[config.mk]
export PLATFORM = sky130hd
export DESIGN_NAME = polirv_mc_ctrl
export DESIGN_NICKNAME = d
export VERILOG_FILES = /design/src/rtl/polirv_mc_ctrl.sv
export SDC_FILE = /design/constraint.sdc
export NUM_CORES = 1
export LEC_CHECK = 0
export CELL_PAD_IN_SITES_DETAIL_PLACEMENT = 1
export CELL_PAD_IN_SITES_GLOBAL_PLACEMENT = 1
export CORE_MARGIN = 8
export CORE_UTILIZATION = 29
export CTS_CLUSTER_DIAMETER = 50
export DETAILED_ROUTE_END_ITERATION = 6
export GPL_ROUTABILITY_DRIVEN = 1
export PLACE_DENSITY = 0.84
export SYNTH_ARGS = -nofsm -noshare
export SYNTH_HDL_FRONTEND = slang
export SYNTH_SLANG_ARGS = --single-unit
[constraint.sdc]
create_clock -name clk -period 5.31 [get_ports clk]
set_input_delay 1.062 -clock clk [delete_from_list [all_inputs] [get_ports clk]]
set_output_delay 1.062 -clock clk [all_outputs]
set_load 0.02 [all_outputs]
[src/rtl/polirv_mc_ctrl.sv]
// polirv_mc_ctrl: multicycle control FSM for the polirv core (LD, SD, ADDI, ADD, SUB, BEQ/BNE/BLT/BGE).
// Optional performance counters are built only when the PERF_CNT_EN macro is defined.
module polirv_mc_ctrl #(
   parameter int unsigned MEM_TIMEOUT = 15,
   parameter int unsigned CNT_BITS    = 32
) (
   input  logic                clk,
   input  logic                rst,
   input  logic [6:0]          opcode,
   input  logic [2:0]          funct3,
   input  logic                funct7_5,
   input  logic [3:0]          alu_flags,
   output logic                i_mem_req,
   input  logic                i_mem_ack,
   output logic                d_mem_req,
   output logic                d_mem_we,
   input  logic                d_mem_ack,
   output logic                ir_we,
   output logic                pc_we,
   output logic                pc_src,
   output logic                rf_we,
   output logic                rf_src,
   output logic                alu_src,
   output logic [3:0]          alu_cmd,
   output logic                halted,
   output logic [1:0]          err_code,
   output logic [CNT_BITS-1:0] cycle_cnt,
   output logic [CNT_BITS-1:0] instret_cnt
);

   typedef enum logic [2:0] {
      StFetch,
      StDecode,
      StExec,
      StMem,
      StWb,
      StTrap
   } state_e;

   typedef enum logic [2:0] {
      OpLd,
      OpSd,
      OpAddi,
      OpAdd,
      OpSub,
      OpBr
   } op_e;

   localparam logic [6:0] OPC_LOAD   = 7'b0000011;
   localparam logic [6:0] OPC_STORE  = 7'b0100011;
   localparam logic [6:0] OPC_OPIMM  = 7'b0010011;
   localparam logic [6:0] OPC_OP     = 7'b0110011;
   localparam logic [6:0] OPC_BRANCH = 7'b1100011;

   localparam logic [3:0] ALU_ADD = 4'b0010;
   localparam logic [3:0] ALU_SUB = 4'b0110;

   localparam logic [1:0] ERR_NONE    = 2'b00;
   localparam logic [1:0] ERR_ILLEGAL = 2'b01;
   localparam logic [1:0] ERR_IMEM    = 2'b10;
   localparam logic [1:0] ERR_DMEM    = 2'b11;

   localparam logic [7:0] WAIT_LIMIT = 8'(MEM_TIMEOUT);

   state_e     state_q, state_d;
   op_e        op_q, op_d;
   logic [2:0] br_f3_q, br_f3_d;
   logic [7:0] wait_q, wait_d;
   logic [1:0] err_q, err_d;

   logic flag_v, flag_n, flag_z;
   logic unused_carry;

   assign flag_v       = alu_flags[3];
   assign flag_n       = alu_flags[1];
   assign flag_z       = alu_flags[0];
   assign unused_carry = alu_flags[2];

   // Instruction decode, sampled in DECODE while fd holds the fetched IR.
   op_e  dec_op;
   logic dec_legal;

   always_comb begin
      dec_op    = OpAdd;
      dec_legal = 1'b0;
      case (opcode)
         OPC_LOAD: begin
            dec_op    = OpLd;
            dec_legal = (funct3 == 3'b011);
         end
         OPC_STORE: begin
            dec_op    = OpSd;
            dec_legal = (funct3 == 3'b011);
         end
         OPC_OPIMM: begin
            dec_op    = OpAddi;
            dec_legal = (funct3 == 3'b000);
         end
         OPC_OP: begin
            dec_op    = funct7_5 ? OpSub : OpAdd;
            dec_legal = (funct3 == 3'b000);
         end
         OPC_BRANCH: begin
            dec_op    = OpBr;
            dec_legal = (funct3 == 3'b000) || (funct3 == 3'b001) ||
                        (funct3 == 3'b100) || (funct3 == 3'b101);
         end
         default: begin
            dec_op    = OpAdd;
            dec_legal = 1'b0;
         end
      endcase
   end

   logic taken;

   always_comb begin
      taken = 1'b0;
      case (br_f3_q)
         3'b000:  taken = flag_z;
         3'b001:  taken = !flag_z;
         3'b100:  taken = flag_n ^ flag_v;
         3'b101:  taken = !(flag_n ^ flag_v);
         default: taken = 1'b0;
      endcase
   end

   // ALU setup is held from EXEC through MEM/WB so fd sees a stable result.
   logic [3:0] op_alu_cmd;
   logic       op_alu_src;

   assign op_alu_cmd = ((op_q == OpSub) || (op_q == OpBr)) ? ALU_SUB : ALU_ADD;
   assign op_alu_src = (op_q == OpLd) || (op_q == OpSd) || (op_q == OpAddi);

   logic mem_wait;
   logic wait_at_limit;

   assign mem_wait      = ((state_q == StFetch) && !i_mem_ack) ||
                          ((state_q == StMem) && !d_mem_ack);
   assign wait_at_limit = (wait_q == WAIT_LIMIT);

   always_comb begin
      state_d   = state_q;
      op_d      = op_q;
      br_f3_d   = br_f3_q;
      err_d     = err_q;
      i_mem_req = 1'b0;
      d_mem_req = 1'b0;
      d_mem_we  = 1'b0;
      ir_we     = 1'b0;
      pc_we     = 1'b0;
      pc_src    = 1'b0;
      rf_we     = 1'b0;
      rf_src    = 1'b0;
      alu_src   = 1'b0;
      alu_cmd   = 4'b0000;

      unique case (state_q)
         StFetch: begin
            i_mem_req = 1'b1;
            ir_we     = i_mem_ack;
            if (i_mem_ack) begin
               state_d = StDecode;
            end else if (wait_at_limit) begin
               state_d = StTrap;
               err_d   = ERR_IMEM;
            end
         end
         StDecode: begin
            if (dec_legal) begin
               state_d = StExec;
               op_d    = dec_op;
               br_f3_d = funct3;
            end else begin
               state_d = StTrap;
               err_d   = ERR_ILLEGAL;
            end
         end
         StExec: begin
            alu_cmd = op_alu_cmd;
            alu_src = op_alu_src;
            if (op_q == OpBr) begin
               pc_we   = 1'b1;
               pc_src  = taken;
               state_d = StFetch;
            end else if ((op_q == OpLd) || (op_q == OpSd)) begin
               state_d = StMem;
            end else begin
               state_d = StWb;
            end
         end
         StMem: begin
            alu_cmd   = op_alu_cmd;
            alu_src   = op_alu_src;
            d_mem_req = 1'b1;
            d_mem_we  = (op_q == OpSd);
            if (d_mem_ack) begin
               if (op_q == OpSd) begin
                  pc_we   = 1'b1;
                  state_d = StFetch;
               end else begin
                  rf_we   = 1'b1;
                  rf_src  = 1'b1;
                  state_d = StWb;
               end
            end else if (wait_at_limit) begin
               state_d = StTrap;
               err_d   = ERR_DMEM;
            end
         end
         StWb: begin
            alu_cmd = op_alu_cmd;
            alu_src = op_alu_src;
            rf_we   = (op_q != OpLd);
            pc_we   = 1'b1;
            state_d = StFetch;
         end
         StTrap: begin
            state_d = StTrap;
         end
         default: begin
            state_d = StTrap;
            err_d   = ERR_ILLEGAL;
         end
      endcase

      if (state_d != state_q) begin
         wait_d = 8'd0;
      end else if (mem_wait) begin
         wait_d = wait_q + 8'd1;
      end else begin
         wait_d = wait_q;
      end
   end

   always_ff @(posedge clk) begin
      if (rst) begin
         state_q <= StFetch;
         op_q    <= OpAdd;
         br_f3_q <= 3'b000;
         wait_q  <= 8'd0;
         err_q   <= ERR_NONE;
      end else begin
         state_q <= state_d;
         op_q    <= op_d;
         br_f3_q <= br_f3_d;
         wait_q  <= wait_d;
         err_q   <= err_d;
      end
   end

   assign halted   = (state_q == StTrap);
   assign err_code = err_q;

`ifdef PERF_CNT_EN
   logic [CNT_BITS-1:0] cycle_cnt_q, cycle_cnt_d;
   logic [CNT_BITS-1:0] instret_cnt_q, instret_cnt_d;

   always_comb begin
      cycle_cnt_d   = cycle_cnt_q;
      instret_cnt_d = instret_cnt_q;
      if (state_q != StTrap) begin
         cycle_cnt_d = cycle_cnt_q + 1'b1;
      end
      if (pc_we) begin
         instret_cnt_d = instret_cnt_q + 1'b1;
      end
   end

   always_ff @(posedge clk) begin
      if (rst) begin
         cycle_cnt_q   <= '0;
         instret_cnt_q <= '0;
      end else begin
         cycle_cnt_q   <= cycle_cnt_d;
         instret_cnt_q <= instret_cnt_d;
      end
   end

   assign cycle_cnt   = cycle_cnt_q;
   assign instret_cnt = instret_cnt_q;
`else
   assign cycle_cnt   = '0;
   assign instret_cnt = '0;
`endif

endmodule

==> implementation parameters <==
Parameter                              Value

Floorplan
  Std-Cell Rows ... 28
  Area of the core ... 5850 um^2
  Height of the chip ... a little over 90 um
  Initial standard-cell utilization of the core ... 29.8%
  Ports placed on the boundary ... 99
  Die Width ... 93.5 um
  DIE AREA ... 8750 um^2

Finish
  Fillers ... 739
  Fraction of layout instances using a drive strength above 1 ... 4.03%
  Synthesis-to-finish area growth ... 9.98%
  Combined flip-flop and latch cell area ... between 300 and 400 um^2
  Multi-input gate area in the final layout ... ~1100 um^2
  Nets@finish ... 269
  Number of diodes added for antenna fixing ... 0
  Non-filler instance count after layout ... between 300 and 400
  Finished layout cell area ... around 1900 um^2

Clocking
  Clock transition at the register clock pins on the worst setup and hold paths after CTS ... 0.07 ns
  Clk sinks ... 19
  Gates resized, CTS repair ... 0
  CTS tree ... yes
  Post-CTS repair timing setup buffer count ... 0
  Root buffer cell ... sky130_fd_sc_hd__clkbuf_8
  Number of buffers inserted for hold repair after clock tree synthesis ... 0
  Clock Latency Late Sink ... roughly 0.25 ns
  Number of H-tree branching levels ... 1
  Buffers from clock root to sink, at most ... 2
  Inserted Clock Buffers ... 3

Placement
  DP Cell Count ... 319
  Routability Congestion ... 0.733
  Placed cell areas ... 1870 um^2
  Post-DP HPWL ... 3.62 mm
  Setup slack at placement ... 1.53 ns
  Port bufs ... 31

Pwr
  Static leakage power ... approximately 0.82 nW
  Clock power frac ... between 20% and 30%
  Power density over the cells ... 191 nW/um^2
  Total power of the final layout ... 0.000365 W
  Internal cell power ... 0.000235 W
  Part of the power in combinational logic ... 31.2%
  Worst vdd rail ir drop ... 0.000101 V
  Register share of total power ... a little over two fifths
  Power dissipated by switching net loads ... 0.000130 W
  Sw Ratio ... 35.7%

Job
  Maxcap violations ... 0

Global route
  Antenna violations before repair ... 0
  Maximum number of pins on one net before global-route repair ... 17
  GR Overflow Total ... 0
  Global-route total usage across every layer ... 9.30%
  Number of global-route vias before repair ... 1463
  First-pass GRT wire length ... ~6.8 mm

Route
  Number of design-rule violations left by the first detailed-router iteration ... 67
  WL/cell ... between 10 and 15 um
  Length of the first detailed-routing pass in iterations ... 4
  Via count ... approximately 1400
  Remaining number of nets flagged by the antenna check after routing ... 0
  Mean number of vias per cell ... 4.22
  Final routed wirelength across all metal layers ... around 4.3 mm
  Post-detailed-route DRC marker count ... 0

Synthesis
  FFs w/ async S/R, synth ... 0%
  Synth Flop Type ... sky130_fd_sc_hd__dfxtp_1
  Dominant cells by area after synthesis ... sky130_fd_sc_hd__buf_4 28%, sky130_fd_sc_hd__dfxtp_1 22%, sky130_fd_sc_hd__nor2_1 3.7%, sky130_fd_sc_hd__mux2i_1 2.9%, sky130_fd_sc_hd__a21oi_1 2.6%
  Number of distinct library cells after synthesis ... 43
  Share of the yosys chip area belonging to registers ... 21.8%
  Number of flops mapped to enable cells by yosys ... 0
  Synth Instances ... 220
  Leading area contributor after synthesis ... sky130_fd_sc_hd__buf_4
  Most used standard cell by instance count after synthesis ... sky130_fd_sc_hd__buf_4
  Most instantiated cells after synthesis ... 66 x sky130_fd_sc_hd__buf_4, 19 x sky130_fd_sc_hd__dfxtp_1, 17 x sky130_fd_sc_hd__nor2_1
  Post-synthesis register bit count ... 19
  Synthesized cell area ... 1740 um^2
  Avg Synthesized Cell Area ... 7.92 um^2
  Number of warnings issued by yosys ... 0
  Top cell type's share of synthesized area ... 28.4%

Hold path
  Worst hold path type ... reg2reg

Worst setup path
  Critical Path Fanout Max ... 1
  Data arrival time of the critical path ... approximately 2.7 ns
  Type of origin of the critical path ... input pin
  Element type at the critical path end ... primary output
  Endpoint required time on the critical path ... approximately 4.3 ns
  Worst Path Class, Setup ... in2out

Timing
  Portion of the clock cycle consumed by the worst path in the final layout ... 71.3%
  Final count of pins violating max slew ... 0
  Setup violators final ... 0
  Setup_tns ... 0 ns
  Fin Clk Skew ... approximately 0.0013 ns
  Measured slew at the worst slew-check pin ... about 0.63 ns
  Worst slew margin relative to its limit ... 58.1%
  Post-layout min period ... 3.79 ns
  Hold Violations, Final ... 0
  RSZ-0062 raised after global routing ... false
  Maximum clock frequency ... ~260 MHz
  Worst path setup slack after routing ... about 1.5 ns

Outcome
  Result of the run ... finished clean
==> through the flow <==
| stage | hold slack, ns | util [%] |
|---|---|---|
| after floorplan | 0.464 | - |
| after global placement | 0.481 | 32.0 |
| after detailed placement | 0.500 | 32.0 |
| after CTS | 0.520 | 32.8 |
| after global routing | 0.559 | 32.8 |
| final | 0.514 | 32.8 |
==> path summary, 6_finish.rpt <==
kind           startpoint   endpoint  slack [ns]  cells after the start
max          alu_flags[3]     pc_src        1.52                      6
min             wait_q[3]  wait_q[3]        0.51                      2
max reg2reg    state_q[1]  wait_q[0]        2.94                      5
min reg2reg     wait_q[3]  wait_q[3]        0.51                      2
==> per-layer routing <==
layer	routed length, um	up-vias	share of wire [%]	track usage (%)
met5	0	-	0	0
met4	48	0	1.1	3.49
met3	399	4	9.3	2.56
met2	2090	60	49	15.9
met1	1760	624	41	10.7
li1	-	674	-	-
==> cell type report <==
| type | instances | area share (%) |
|---|---|---|
| inverters | 5 | 0.979 |
| flip-flops and latches | 19 | 19.8 |
| multi-input cells | 189 | 55.7 |
| well taps | 75 | 4.90 |
| clock buffers | 4 | 2.35 |
| repair buffers | 31 | 16.2 |
==> state kept, by name, indices dropped and copies added, names as in the netlist <==
signal	count
wait_q	8
op_q	3
err_code	2
state_q	3
br_f3_q	3
==> power groups by stage <==
stage               Combinational (W)   Clock, W  Sequential [W]
finish                       0.000114  0.0000977        0.000154
global placement             0.000110          0        0.000157
floorplan                    0.000117          0        0.000154
CTS                          0.000112   0.000102        0.000153
detailed placement           0.000112          0        0.000157
global route                 0.000123   0.000108        0.000155
==> layout by cell type, fill, tap and decap left out, types with 2 or more instances in the layout <==
master                             n
sky130_fd_sc_hd__a211oi_1          3
sky130_fd_sc_hd__a21o_1            4
sky130_fd_sc_hd__a21oi_1           9
sky130_fd_sc_hd__and2_1            6
sky130_fd_sc_hd__and3_1            6
sky130_fd_sc_hd__clkbuf_8          3
sky130_fd_sc_hd__clkdlybuf4s50_1  31
sky130_fd_sc_hd__conb_1           66
sky130_fd_sc_hd__dfxtp_1          19
sky130_fd_sc_hd__inv_1             5
sky130_fd_sc_hd__mux2i_1           5
sky130_fd_sc_hd__nand2_1          10
sky130_fd_sc_hd__nand2b_1          2
sky130_fd_sc_hd__nand3_1           7
sky130_fd_sc_hd__nand3b_1          6
sky130_fd_sc_hd__nand4b_1          2
sky130_fd_sc_hd__nor2_1           17
sky130_fd_sc_hd__nor2b_1           4
sky130_fd_sc_hd__nor3_1            3
sky130_fd_sc_hd__nor4_1            3
sky130_fd_sc_hd__o21ai_0           8
sky130_fd_sc_hd__xnor2_1           4
sky130_fd_sc_hd__xor2_1            5
==> kinds of logic (layout without fill, tap and decap cells) <==
family | after synthesis | count (layout) | share of synthesized area, %
buf+inv | 77 | 40 | 30.9
fa+ha+maj | 2 | 2 | 1.29
mux | 5 | 5 | 2.87
compound gates | 37 | 37 | 16.2
simple gates | 70 | 70 | 22.2
xor+xnor | 9 | 9 | 4.52
flops | 19 | 19 | 21.8
other cells | 1 | 66 | 0.215
==> worst max-delay path, cell delays in order <==
cell	delay, ns
sky130_fd_sc_hd__clkdlybuf4s50_1	0.48
sky130_fd_sc_hd__xnor2_1	0.12
sky130_fd_sc_hd__a21oi_1	0.10
sky130_fd_sc_hd__xnor2_1	0.13
sky130_fd_sc_hd__nor4_1	0.17
sky130_fd_sc_hd__clkdlybuf4s50_1	0.65
Power figures use the tool's default switching activity.
